===== src/rtl/uart_max_value_framer_if.sv =====
// Signal bundle between the max-value framer, the UART RX/TX pair and the max-value cache.
// The framer uses the master view. The UART/cache side uses the slave view.
interface uart_max_value_framer_if;
  logic [7:0] rx_data;
  logic       rx_ready;
  logic [9:0] max_value;
  logic [2:0] channel_sel;
  logic [7:0] tx_data;
  logic       tx_en;
  logic       tx_write_en;
  logic       tx_ready;
  logic       busy;
  logic [7:0] bad_cmd_count;
  logic       timeout_flag;

  modport master (
    input  rx_data, rx_ready, max_value, tx_ready,
    output channel_sel, tx_data, tx_en, tx_write_en, busy, bad_cmd_count, timeout_flag
  );

  modport slave (
    output rx_data, rx_ready, max_value, tx_ready,
    input  channel_sel, tx_data, tx_en, tx_write_en, busy, bad_cmd_count, timeout_flag
  );
endinterface


===== src/rtl/uart_max_value_framer.sv =====
// Turns an ASCII channel command into a framed 5-byte reply that carries the full 10-bit value.
// Frame layout: header, channel, value high, value low, XOR checksum. Unknown commands get an error frame.
module uart_max_value_framer #(
  parameter int unsigned SETTLE_CYCLES = 2,
  parameter int unsigned TX_TIMEOUT    = 65535,
  parameter logic [7:0]  HEADER        = 8'hA5
) (
  input  logic                    i_clk,
  input  logic                    i_reset_b,
  uart_max_value_framer_if.master bus
);

  localparam int unsigned TimeoutW = $clog2(TX_TIMEOUT + 1);
  localparam int unsigned TimerW   = (TimeoutW > 4) ? TimeoutW : 4;
  localparam logic [TimerW-1:0] SettleLast  = TimerW'(SETTLE_CYCLES - 1);
  localparam logic [TimerW-1:0] TimeoutLast = TimerW'(TX_TIMEOUT - 1);

  typedef enum logic [2:0] {StIdle, StSelect, StLatch, StLoad, StWaitDone} state_e;

  state_e            r_state, w_state_next;
  logic              r_rx_ready_prev;
  logic [7:0]        r_cmd, w_cmd_next;
  logic              r_cmd_valid, w_cmd_valid_next;
  logic [2:0]        r_channel_sel, w_channel_sel_next;
  logic [9:0]        r_value, w_value_next;
  logic [2:0]        r_idx, w_idx_next;
  logic [TimerW-1:0] r_timer, w_timer_next;
  logic [7:0]        r_tx_data, w_tx_data_next;
  logic [7:0]        r_bad_cnt, w_bad_cnt_next;
  logic              r_timeout, w_timeout_next;

  logic       w_edge, w_cmd_in_valid;
  logic [7:0] w_b1, w_b2, w_b3, w_b4, w_next_byte;

  assign w_edge         = bus.rx_ready & ~r_rx_ready_prev;
  assign w_cmd_in_valid = (bus.rx_data >= 8'h31) && (bus.rx_data <= 8'h34);

  // Frame bytes come only from state frozen at accept/latch time.
  assign w_b1 = r_cmd_valid ? (r_cmd + 8'h10) : 8'h3F;
  assign w_b2 = r_cmd_valid ? {6'b0, r_value[9:8]} : 8'h00;
  assign w_b3 = r_cmd_valid ? r_value[7:0] : r_cmd;
  assign w_b4 = HEADER ^ w_b1 ^ w_b2 ^ w_b3;

  always_comb begin
    w_next_byte = w_b4;
    case (r_idx)
      3'd0:    w_next_byte = w_b1;
      3'd1:    w_next_byte = w_b2;
      3'd2:    w_next_byte = w_b3;
      default: w_next_byte = w_b4;
    endcase
  end

  always_comb begin
    w_state_next       = r_state;
    w_cmd_next         = r_cmd;
    w_cmd_valid_next   = r_cmd_valid;
    w_channel_sel_next = r_channel_sel;
    w_value_next       = r_value;
    w_idx_next         = r_idx;
    w_timer_next       = r_timer;
    w_tx_data_next     = r_tx_data;
    w_bad_cnt_next     = r_bad_cnt;
    w_timeout_next     = r_timeout;
    unique case (r_state)
      StIdle: begin
        w_channel_sel_next = 3'd0;
        if (w_edge) begin
          w_state_next     = StSelect;
          w_cmd_next       = bus.rx_data;
          w_cmd_valid_next = w_cmd_in_valid;
          w_timer_next     = '0;
          if (w_cmd_in_valid) begin
            w_channel_sel_next = bus.rx_data[2:0];
          end else if (r_bad_cnt != 8'hFF) begin
            w_bad_cnt_next = r_bad_cnt + 8'd1;
          end
        end
      end
      StSelect: begin
        if (r_timer == SettleLast) begin
          w_state_next = StLatch;
        end else begin
          w_timer_next = r_timer + TimerW'(1);
        end
      end
      StLatch: begin
        if (r_cmd_valid) w_value_next = bus.max_value;
        w_idx_next     = 3'd0;
        w_tx_data_next = HEADER;
        w_timer_next   = '0;
        w_state_next   = StLoad;
      end
      StLoad: begin
        if (!bus.tx_ready) begin
          w_state_next = StWaitDone;
          w_timer_next = '0;
        end else if (r_timer == TimeoutLast) begin
          w_timeout_next     = 1'b1;
          w_channel_sel_next = 3'd0;
          w_state_next       = StIdle;
        end else begin
          w_timer_next = r_timer + TimerW'(1);
        end
      end
      StWaitDone: begin
        if (bus.tx_ready) begin
          if (r_idx == 3'd4) begin
            w_channel_sel_next = 3'd0;
            w_state_next       = StIdle;
          end else begin
            w_idx_next     = r_idx + 3'd1;
            w_tx_data_next = w_next_byte;
            w_timer_next   = '0;
            w_state_next   = StLoad;
          end
        end else if (r_timer == TimeoutLast) begin
          w_timeout_next     = 1'b1;
          w_channel_sel_next = 3'd0;
          w_state_next       = StIdle;
        end else begin
          w_timer_next = r_timer + TimerW'(1);
        end
      end
      default: w_state_next = StIdle;
    endcase
  end

  always_ff @(posedge i_clk) begin
    if (!i_reset_b) begin
      r_state         <= StIdle;
      r_rx_ready_prev <= 1'b0;
      r_cmd           <= 8'h00;
      r_cmd_valid     <= 1'b0;
      r_channel_sel   <= 3'd0;
      r_value         <= 10'd0;
      r_idx           <= 3'd0;
      r_timer         <= '0;
      r_tx_data       <= 8'h00;
      r_bad_cnt       <= 8'h00;
      r_timeout       <= 1'b0;
    end else begin
      r_state         <= w_state_next;
      r_rx_ready_prev <= bus.rx_ready;
      r_cmd           <= w_cmd_next;
      r_cmd_valid     <= w_cmd_valid_next;
      r_channel_sel   <= w_channel_sel_next;
      r_value         <= w_value_next;
      r_idx           <= w_idx_next;
      r_timer         <= w_timer_next;
      r_tx_data       <= w_tx_data_next;
      r_bad_cnt       <= w_bad_cnt_next;
      r_timeout       <= w_timeout_next;
    end
  end

  assign bus.channel_sel   = r_channel_sel;
  assign bus.tx_data       = r_tx_data;
  assign bus.tx_en         = (r_state == StLoad);
  assign bus.tx_write_en   = (r_state == StLoad);
  assign bus.busy          = (r_state != StIdle);
  assign bus.bad_cmd_count = r_bad_cnt;
  assign bus.timeout_flag  = r_timeout;

endmodule


===== src/flat_wrapper.sv =====
// flat-port wrapper written by rule: the top's interface ports become plain ports
module uart_max_value_framer_flat 
#(
  parameter int unsigned SETTLE_CYCLES = 2,
  parameter int unsigned TX_TIMEOUT    = 65535,
  parameter logic [7:0]  HEADER        = 8'hA5
)
  (i_clk, i_reset_b, bus_rx_data, bus_rx_ready, bus_max_value, bus_tx_ready, bus_channel_sel, bus_tx_data, bus_tx_en, bus_tx_write_en, bus_busy, bus_bad_cmd_count, bus_timeout_flag);
  uart_max_value_framer_if bus_i ();
  input  logic i_clk;
  input  logic i_reset_b;
  input wire logic [$bits(bus_i.rx_data)-1:0] bus_rx_data;
  input wire logic [$bits(bus_i.rx_ready)-1:0] bus_rx_ready;
  input wire logic [$bits(bus_i.max_value)-1:0] bus_max_value;
  input wire logic [$bits(bus_i.tx_ready)-1:0] bus_tx_ready;
  output wire logic [$bits(bus_i.channel_sel)-1:0] bus_channel_sel;
  output wire logic [$bits(bus_i.tx_data)-1:0] bus_tx_data;
  output wire logic [$bits(bus_i.tx_en)-1:0] bus_tx_en;
  output wire logic [$bits(bus_i.tx_write_en)-1:0] bus_tx_write_en;
  output wire logic [$bits(bus_i.busy)-1:0] bus_busy;
  output wire logic [$bits(bus_i.bad_cmd_count)-1:0] bus_bad_cmd_count;
  output wire logic [$bits(bus_i.timeout_flag)-1:0] bus_timeout_flag;
  assign bus_i.rx_data = bus_rx_data;
  assign bus_i.rx_ready = bus_rx_ready;
  assign bus_i.max_value = bus_max_value;
  assign bus_i.tx_ready = bus_tx_ready;
  assign bus_channel_sel = bus_i.channel_sel;
  assign bus_tx_data = bus_i.tx_data;
  assign bus_tx_en = bus_i.tx_en;
  assign bus_tx_write_en = bus_i.tx_write_en;
  assign bus_busy = bus_i.busy;
  assign bus_bad_cmd_count = bus_i.bad_cmd_count;
  assign bus_timeout_flag = bus_i.timeout_flag;
  uart_max_value_framer #(.SETTLE_CYCLES(SETTLE_CYCLES), .TX_TIMEOUT(TX_TIMEOUT), .HEADER(HEADER)) u_core (.i_clk(i_clk), .i_reset_b(i_reset_b), .bus(bus_i));
endmodule

===== config.mk =====
export PLATFORM = sky130hd
export DESIGN_NAME = uart_max_value_framer_flat
export DESIGN_NICKNAME = d
export VERILOG_FILES = /design/src/rtl/uart_max_value_framer_if.sv /design/src/rtl/uart_max_value_framer.sv /design/src/flat_wrapper.sv
export SDC_FILE = /design/constraint.sdc
export NUM_CORES = 1
export LEC_CHECK = 0
export CORE_UTILIZATION = 60
export CTS_CLUSTER_SIZE = 24
export DETAILED_ROUTE_END_ITERATION = 10
export GPL_TIMING_DRIVEN = 0
export HOLD_SLACK_MARGIN = 0.12
export PLACE_DENSITY = 0.93
export SETUP_SLACK_MARGIN = 0.15
export SLEW_MARGIN = 10
export SYNTH_ARGS = -nofsm -noshare
export SYNTH_HDL_FRONTEND = slang
export SYNTH_SLANG_ARGS = --single-unit

===== constraint.sdc =====
create_clock -name i_clk -period 4.5 [get_ports i_clk]
set_input_delay 0.9 -clock i_clk [delete_from_list [all_inputs] [get_ports i_clk]]
set_output_delay 0.9 -clock i_clk [all_outputs]
set_load 0.01 [all_outputs]

==> impl_metrics.json, run 1 <==
{
  "status": "finished, final reports clean",
  "synth-edff-count": 0,
  "ant_nets": 0,
  "cts_setup_buffers": 0,
  "h-tree-depth": 3,
  "period_share_pct": 63.4,
  "rsz0062_at_grt": "no",
  "internal-power_mw": 1.01,
  "hold_path_class": "reg2reg",
  "hold_violations": 0,
  "critPathArrivalTime_ps": 1950,
  "sequentialPowerShare_pct": 42.9,
  "path_common_cell": "buf_4",
  "leakage_nw": 1.48,
  "clk_latency_ps": 350,
  "ys_types": 62,
  "cts_hold_buf": 0,
  "cts_made_buffers": 9,
  "grt_first_pass_wirelength_um": 16500,
  "slowest_stage": "clkdlybuf4s50_1",
  "critPathMaxFanout": 10,
  "gp_congestion": 0.929,
  "nNetsFinal": 536,
  "syn_area_sq_mm": 0.00358,
  "grt_pass1_vias": 3418,
  "power.clock.fraction_pct": 46.0,
  "die_h_um": 79.2,
  "row_count": 27,
  "area_growth_pct": 21.5,
  "avgSynthCellArea_sq_um": 7.93,
  "power_frac_comb_pct": 11.1,
  "ctsResizeCount": 0,
  "startpoint_type": "flip-flop",
  "cts.reportedPaths.clkPinSlew_ps": 70,
  "powerDensity_mw_per_mm2": 308,
  "dieArea_sq_mm": 0.00627,
  "cts-root-buf": "clkbuf_8",
  "final_common_cell": "nand2_1",
  "final_cell_mix": "78 x nand2_1, 62 x dfxtp_1, 43 x clkdlybuf4s50_1, 34 x a21oi_1, 30 x nor2_1",
  "overflow": 0,
  "max_freq_mhz": 351,
  "num_antenna_cells": 0,
  "min_period_ps": 2850,
  "finalSetupViolCount": 0,
  "die-width_um": 79.2,
  "r2r_slack_ps": 2040,
  "utilization_pct": 77.0,
  "skew_ps": 11.3,
  "wl_um": 10400,
  "cp-end-kind": "primary output",
  "cts_tree": "done",
  "grtUsageTotal_pct": 34.3,
  "tightest_slew_ps": 780,
  "swShare_pct": 24.7,
  "netlist_instances": 451,
  "synth_nets": 482,
  "drt_drc_violations_left": 0,
  "finalMaxSlewViolations": 0,
  "drive_gt1_share_pct": 7.45,
  "crit_chain": "buf_4 -> nor2b_1 -> and2_1 -> buf_4 -> clkdlybuf4s50_1",
  "wl_per_cell_um": 17.8,
  "core_sq_mm": 0.00564,
  "grt_max_degree": 12,
  "ys_seq_area_share_pct": 34.7,
  "ys_ff_latch": 62,
  "io_buffers": 43,
  "async_reset_ff_share_pct": 0,
  "cp.required_ps": 3600,
  "slowest_delay_ps": 520,
  "ir_worst_vdd_uv": 266,
  "antenna_found_initial": 0,
  "drtIter0Drc": 399,
  "vias_per_cell": 6.55,
  "yosys_warnings": 0,
  "num_vias": 3811,
  "start_util_pct": 63.4,
  "io_pins": 45,
  "maxCapViolations": 0,
  "tns_ps": 0,
  "clkSinkCount": 62,
  "synth_ff_type": "dfxtp_1",
  "hpwl_um": 7220,
  "clock_path_buffers": 2,
  "crit_type": "reg2out",
  "firstDrtPassIters": 5,
  "maxSlewHeadroom_pct": 47.9,
  "switching_power_mw": 0.331
}
==> cell usage after synthesis, types with 4 or more instances <==
cell type  instances  area share (%)
and2_1             8             1.4
a22o_1             4            0.98
dfxtp_1           62              35
a31oi_1            9             1.6
and4_1            10             2.4
a41oi_1            4            0.98
and3_1            11             1.9
nand3_1           15             2.1
nand2b_1           7             1.2
ha_1               9             3.1
a21oi_1           34             4.8
a211oi_1           7             1.5
clkbuf_1          15             1.6
o41ai_1            4            0.98
o21ai_0           19             2.7
nor3b_1            4            0.84
nor2_1            30             3.1
mux2i_1            7             2.0
xnor2_1           10             2.4
inv_1             12             1.3
nor3_1            14             2.0
nand4_1            7             1.2
nand2_1           78             8.2
nor4_1             8             1.4
nor2b_1            5            0.87
==> flip-flops by register name, indices dropped and copies added, names as in the netlist <==
name                      count
u_core.bus.bad_cmd_count      8
u_core.bus.channel_sel        3
u_core.bus.timeout_flag       1
u_core.bus.tx_data            8
u_core.r_cmd                  8
u_core.r_cmd_valid            1
u_core.r_idx                  3
u_core.r_rx_ready_prev        1
u_core.r_state                3
u_core.r_timer               16
u_core.r_value               10
==> routing by layer <==
layer  track usage, %  up-vias  wire [um]
li1                 -     1767          -
met1             43.5     1772       4260
met2             55.0      236       4790
met3             7.93       36       1080
met4             15.6        0        261
met5                0        -          0
==> power groups by stage <==
stage / combinational [mW] / clock (mW) / sequential, mW
finish: 0.148 / 0.615 / 0.574
global route: 0.160 / 0.643 / 0.575
CTS: 0.146 / 0.618 / 0.573
detailed placement: 0.145 / 0 / 0.586
global placement: 0.141 / 0 / 0.585
floorplan: 0.0864 / 0 / 0.584
==> worst paths after layout <==
| check | cells after the start | to | start |
|---|---|---|---|
| setup reg to reg | 9 | u_core.r_timer[12]$_SDFFE_PN0P_ | u_core.r_idx[0]$_SDFFE_PN0P_ |
| hold / removal | 2 | u_core.r_value[7]$_SDFFE_PN0P_ | u_core.r_value[7]$_SDFFE_PN0P_ |
| setup / recovery | 5 | bus_tx_write_en | u_core.r_state[0]$_SDFFE_PN0P_ |
| hold reg to reg | 2 | u_core.r_value[7]$_SDFFE_PN0P_ | u_core.r_value[7]$_SDFFE_PN0P_ |
==> stage by stage <==
stage | worst slack, ps | cell area, sq um | hold WS, ps | std cells | power [mW]
global route | 1560 | 4340 | 510 | 582 | 1.38
floorplan | 2150 | 3580 | 449 | 451 | 0.670
detailed placement | 1620 | 4100 | 467 | 566 | 0.731
finish | 1650 | 4340 | 490 | 582 | 1.34
CTS | 1650 | 4340 | 491 | 582 | 1.34
global placement | 1640 | 4100 | 459 | 566 | 0.727
==> critical path, delay by kind of cell (launching register included) <==
family | cells | cell delay [ps]
AND/OR/NAND/NOR | 2 | 440
flip-flops | 1 | 350
buffers and inverters | 3 | 820
==> layout make-up <==
| class | instances | area, sq um |
|---|---|---|
| fill | 419 | 1300 |
| multi-input combinational | 353 | 2170 |
| timing repair buffer | 43 | 430 |
| clock buffer | 11 | 141 |
| inverter | 13 | 48.8 |
| clock inverter | 5 | 106 |
| tap | 72 | 90.1 |
| sequential | 62 | 1240 |
| buffer | 23 | 113 |
==> kinds of logic (layout without fill, tap and decap cells) <==
kind of cell | Yosys count | after routing | share of synthesized area [%]
and+or+nand+nor | 211 | 211 | 30.9
AOI/OAI and AO/OA | 110 | 110 | 20.6
DFF | 62 | 62 | 34.7
buffers and inverters | 36 | 95 | 4.51
xor gates and xnor gates | 13 | 13 | 3.18
muxes | 10 | 10 | 2.90
adders and majority gates | 9 | 9 | 3.15
Note: power is estimated with default switching activity, not from simulation.
==> run 2, diff against run 1 <==
--- a/config.mk
+++ b/config.mk
@@ -5,12 +5,12 @@
 export SDC_FILE = /design/constraint.sdc
 export NUM_CORES = 1
 export LEC_CHECK = 0
-export CORE_UTILIZATION = 60
+export CORE_UTILIZATION = 56
 export CTS_CLUSTER_SIZE = 24
 export DETAILED_ROUTE_END_ITERATION = 10
 export GPL_TIMING_DRIVEN = 0
 export HOLD_SLACK_MARGIN = 0.12
-export PLACE_DENSITY = 0.93
+export PLACE_DENSITY = 0.88
 export SETUP_SLACK_MARGIN = 0.15
 export SLEW_MARGIN = 10
 export SYNTH_ARGS = -nofsm -noshare
==> constraint.sdc (replaced) <==
create_clock -name i_clk -period 3 [get_ports i_clk]
set_input_delay 0.6 -clock i_clk [delete_from_list [all_inputs] [get_ports i_clk]]
set_output_delay 0.6 -clock i_clk [all_outputs]
set_load 0.01 [all_outputs]
==> run 2 against run 1 <==
Register-to-register slack worse by 1500 ps. Highest routed layer unchanged. Worst setup slack worse by 1200 ps. Die area is 7.0% higher. Largest cell class unchanged. Critical path depth stayed put. Critical path type unchanged. Flip-flop and latch count stayed put. First-iteration DRC count is 8.3% higher. Largest power group unchanged. Routed wire length is 1.8% higher.
==> impl_metrics.json, run 2 (synthesis results as in run 1) <==
{
  "status": "finished, final reports clean",
  "ant_nets": 0,
  "clock_path_buffers": 2,
  "largest_reg_flops": 16,
  "drive_gt1_share_pct": 7.45,
  "wl_per_cell_um": 18.1,
  "wl_um": 10600,
  "drt_drc_violations_left": 0,
  "firstDrtPassIters": 6,
  "ir_worst_vdd_uv": 287,
  "p_total_mw": 2.01,
  "crit_type": "reg2out",
  "hold_path_class": "reg2reg",
  "gp_congestion": 0.905,
  "start_util_pct": 59.3,
  "cts.reportedPaths.clkPinSlew_ps": 70,
  "cts_tree": "done",
  "dieArea_sq_mm": 0.00671,
  "cts_made_buffers": 9,
  "finalMaxSlewViolations": 0,
  "r2r_end": "u_core.r_timer[3]$_SDFFE_PN0P_",
  "ctsResizeCount": 0,
  "hold_violations": 0,
  "antenna_found_initial": 0,
  "hold_depth": 2,
  "nNetsFinal": 536,
  "grt_pass1_vias": 3549,
  "tightest_slew_ps": 772,
  "period_share_pct": 85.0,
  "min_period_ps": 2550,
  "critPathArrivalTime_ps": 1950,
  "max_freq_mhz": 392,
  "reg_top3": "u_core.r_timer x16, u_core.r_value x10",
  "grt_first_pass_wirelength_um": 17000,
  "endpoint": "bus_tx_write_en",
  "die_h_um": 81.9,
  "cp-end-kind": "primary output",
  "area_growth_pct": 21.6,
  "cts_setup_buffers": 0,
  "critPathMaxFanout": 10,
  "cts-root-buf": "clkbuf_8",
  "rr_worst_depth": 9,
  "num_antenna_cells": 0,
  "cp-startpoint": "u_core.r_state[0]$_SDFFE_PN0P_",
  "drtIter0Drc": 432,
  "cts_hold_buf": 0,
  "final_cell_mix": "78 x nand2_1, 62 x dfxtp_1, 43 x clkdlybuf4s50_1, 34 x a21oi_1, 30 x nor2_1",
  "maxCapViolations": 0,
  "maxSlewHeadroom_pct": 48.4,
  "io_buffers": 43,
  "num_vias": 3832,
  "hpwl_um": 7250,
  "final_common_cell": "nand2_1",
  "rsz0062_at_grt": "no",
  "h-tree-depth": 3,
  "skew_ps": 11.0,
  "core_sq_mm": 0.00603,
  "grt_max_degree": 12,
  "die-width_um": 81.9,
  "startpoint_type": "flip-flop",
  "leakage_nw": 1.48,
  "io_pins": 45,
  "clkSinkCount": 62,
  "r2r_slack_ps": 500,
  "grtUsageTotal_pct": 33.5,
  "overflow": 0,
  "vias_per_cell": 6.55,
  "row_count": 28,
  "rr_startpoint": "u_core.r_idx[0]$_SDFFE_PN0P_",
  "finalSetupViolCount": 0,
  "clk_latency_ps": 350,
  "powerDensity_mw_per_mm2": 463,
  "largest_register": "u_core.r_timer",
  "tns_ps": 0,
  "cp.required_ps": 2400
}
-- run 2: cell counts in the layout (fill, tap and decap cells not counted) --
Identical to the previous run, type by type.
-- run 2: layout make-up --
cell class | count | area [sq um]
plain buffers | 23 | 113
clock buffers | 11 | 141
clock inverters | 5 | 106
fillers | 460 | 1680
inverters | 13 | 48.8
multi-input cells | 353 | 2170
flip-flops and latches | 62 | 1240
well taps | 75 | 93.8
repair buffers | 43 | 430
-- run 2: worst min path at each step --
stage          slack, ps                              startpoint                                     end
2_1_floorplan        450          u_core.r_value[7]$_SDFFE_PN0P_          u_core.r_value[7]$_SDFFE_PN0P_
3_3_place_gp         460    u_core.bus.timeout_flag$_SDFFE_PN0P_    u_core.bus.timeout_flag$_SDFFE_PN0P_
3_5_place_dp         460  u_core.bus.channel_sel[0]$_SDFFE_PN0P_  u_core.bus.channel_sel[0]$_SDFFE_PN0P_
4_1_cts              490            u_core.r_cmd[7]$_SDFFE_PN0P_            u_core.r_cmd[7]$_SDFFE_PN0P_
5_1_grt              500      u_core.bus.tx_data[4]$_SDFFE_PN0P_      u_core.bus.tx_data[4]$_SDFFE_PN0P_
6_report             490            u_core.r_cmd[7]$_SDFFE_PN0P_            u_core.r_cmd[7]$_SDFFE_PN0P_
-- run 2: power breakdown --
| group | switching [mW] | total (mW) | leakage, nW | internal (mW) |
|---|---|---|---|---|
| clock | 0.350 | 0.927 | 0.120 | 0.576 |
| combinational | 0.130 | 0.225 | 0.857 | 0.0948 |
| sequential | 0.0229 | 0.862 | 0.501 | 0.839 |
| total | 0.504 | 2.01 | 1.48 | 1.51 |
-- run 2: through the flow --
stage / utilization, % / instance area, sq um / hold WS, ps / worst slack (ps) / std cells
floorplan: - / 3580 / 449 / 952 / 451
global placement: 68.0 / 4100 / 458 / 443 / 569
detailed placement: 68.0 / 4100 / 464 / 383 / 569
CTS: 72.2 / 4350 / 490 / 471 / 585
global route: 72.2 / 4350 / 503 / 317 / 585
finish: 72.2 / 4350 / 493 / 450 / 585
-- run 2: layer usage --
metal  vias up  part of all wire [%]  global-route usage [%]
met5         -                     0                       0
met4         0                   2.3                    14.9
met3        35                   9.1                    4.78
met2       242                    47                    55.3
met1      1795                    42                    43.0
li1       1760                     -                       -
-- run 2: worst max-delay path, cell delays in order (launching register included) --
cell and delay, ps:
dfxtp_1 360, buf_4 190, nor2b_1 220, and2_1 200, buf_4 110, clkdlybuf4s50_1 520
==> run 3, diff against run 2 <==
==> constraint.sdc (replaced) <==
create_clock -name i_clk -period 2.7 [get_ports i_clk]
set_input_delay 0.54 -clock i_clk [delete_from_list [all_inputs] [get_ports i_clk]]
set_output_delay 0.54 -clock i_clk [all_outputs]
set_load 0.01 [all_outputs]
==> run 3 against run 2 <==
Utilization rose by 0.12 points. Combinational power rose by 12%. Die area did not move. Critical path depth fell by 1. Worst setup slack got worse by 190 ps. Via count rose by 1.0%. Routed wire length rose by 0.25%. Cell area rose by 0.17%. Clock power rose by 11%. Flip-flop and latch count did not move. Clock skew barely moved. Critical endpoint unchanged.
==> impl_metrics.json, run 3 (synthesis results as in run 1) <==
{
  "die_h_um": 81.9,
  "drive_gt1_share_pct": 8.04,
  "cp-end-kind": "primary output",
  "r2r_end": "u_core.r_timer[3]$_SDFFE_PN0P_",
  "utilization_pct": 72.3,
  "hold_depth": 2,
  "overflow": 0,
  "cts_made_buffers": 9,
  "min_period_ps": 2440,
  "nNetsFinal": 536,
  "grt_max_degree": 12,
  "start_util_pct": 59.3,
  "h-tree-depth": 3,
  "largest_reg_flops": 16,
  "clk_latency_ps": 350,
  "cts_setup_buffers": 0,
  "leakage_nw": 1.48,
  "grt_pass1_vias": 3549,
  "clkSinkCount": 62,
  "drt_drc_violations_left": 0,
  "startpoint_type": "flip-flop",
  "num_vias": 3872,
  "tightest_slew_ps": 772,
  "cts-root-buf": "clkbuf_8",
  "multi_input_area_sq_mm": 0.00218,
  "tns_ps": 0,
  "finalMaxSlewViolations": 0,
  "hpwl_um": 7250,
  "io_pins": 45,
  "fillerInstances": 457,
  "whs_endpoint": "u_core.r_state[2]$_SDFFE_PN0P_",
  "grt_first_pass_wirelength_um": 17000,
  "largest_register": "u_core.r_timer",
  "dieArea_sq_mm": 0.00671,
  "rr_worst_depth": 8,
  "final_cell_mix": "78 x nand2_1, 61 x dfxtp_1, 43 x clkdlybuf4s50_1, 34 x a21oi_1, 30 x nor2_1",
  "hold_violations": 0,
  "ant_nets": 0,
  "wl_per_cell_um": 18.1,
  "seq_area_sq_mm": 0.00124,
  "firstDrtPassIters": 6,
  "num_antenna_cells": 0,
  "drtIter0Drc": 426,
  "cp.required_ps": 2160,
  "area_growth_pct": 21.8,
  "vias_per_cell": 6.62,
  "maxSlewHeadroom_pct": 48.4,
  "critPathArrivalTime_ps": 1900,
  "powerDensity_mw_per_mm2": 515,
  "skew_ps": 11.5,
  "cp-startpoint": "u_core.r_state[1]$_SDFFE_PN0P_",
  "reg_top3": "u_core.r_timer x16, u_core.r_value x10",
  "hold_path_class": "in2reg",
  "rr_startpoint": "u_core.r_timer[1]$_SDFFE_PN0P_",
  "maxCapViolations": 0,
  "p_total_mw": 2.24,
  "status": "finished, final reports clean",
  "wl_um": 10600,
  "io_buffers": 43,
  "rsz0062_at_grt": "no",
  "hold_ws_ps": 490,
  "placed_cells": 569,
  "die-width_um": 81.9,
  "max_freq_mhz": 410,
  "crit_type": "reg2out",
  "instances_no_fill": 585,
  "core_sq_mm": 0.00603,
  "row_count": 28,
  "finalSetupViolCount": 0,
  "period_share_pct": 90.3,
  "r2r_slack_ps": 300,
  "ir_worst_vdd_uv": 316,
  "cts_tree": "done",
  "clock_path_buffers": 2,
  "final_common_cell": "nand2_1",
  "hold_start": "bus_tx_ready",
  "antenna_found_initial": 0,
  "cts.reportedPaths.clkPinSlew_ps": 60,
  "critPathMaxFanout": 10,
  "grtUsageTotal_pct": 33.5,
  "gp_congestion": 0.905
}
run 3: worst max-delay path, cell delays in order, from the launching register on:
cell and delay, ps:
dfxtp_1 450, buf_2 270, and2_1 200, buf_4 120, clkdlybuf4s50_1 520
run 3: area by class of cell:
| cell class | count | area share (%) |
|---|---|---|
| repair buffers | 43 | 9.88 |
| clock buffers | 11 | 3.25 |
| plain buffers | 23 | 2.67 |
| well taps | 75 | 2.15 |
| flip-flops and latches | 62 | 28.5 |
| inverters | 13 | 1.12 |
| multi-input cells | 353 | 50.0 |
| clock inverters | 5 | 2.44 |
run 3: repair_timing:
item | 4_1_cts | 5_1_grt
setup endpoints to repair | 0 | 9
gates resized for setup | 0 | 5
hold endpoints to repair | 0 | 0
hold buffers | 0 | 0
run 3: layer usage:
metal  GRT usage [%]  wire length (um)  vias to the layer above
met5               0                 0                        -
met4            14.9               347                        0
met3            4.78               950                       47
met2            55.3              4840                      258
met1            43.0              4460                     1807
li1                -                 -                     1760
run 3: stage by stage:
| step | setup slack [ps] | instance area, sq um |
|---|---|---|
| 6_report | 263 | 4360 |
| 3_3_place_gp | 203 | 4100 |
| 5_1_grt | 176 | 4360 |
| 2_1_floorplan | 683 | 3580 |
| 3_5_place_dp | 143 | 4100 |
| 4_1_cts | 231 | 4350 |
run 3: how the worst max path moves through the flow:
stage,endpoint,slack (ps)
floorplan,u_core.r_timer[5]$_SDFFE_PN0P_,680
global placement,u_core.bus.tx_data[2]$_SDFFE_PN0P_,200
detailed placement,u_core.bus.tx_data[2]$_SDFFE_PN0P_,140
CTS,bus_tx_write_en,230
global route,u_core.r_timer[13]$_SDFFE_PN0P_,180
finish,bus_tx_write_en,260
run 3: report_power, final:
group | leakage [nW] | switching, mW | internal, mW
clock | 0.120 | 0.391 | 0.640
combinational | 0.860 | 0.145 | 0.107
sequential | 0.502 | 0.0255 | 0.933
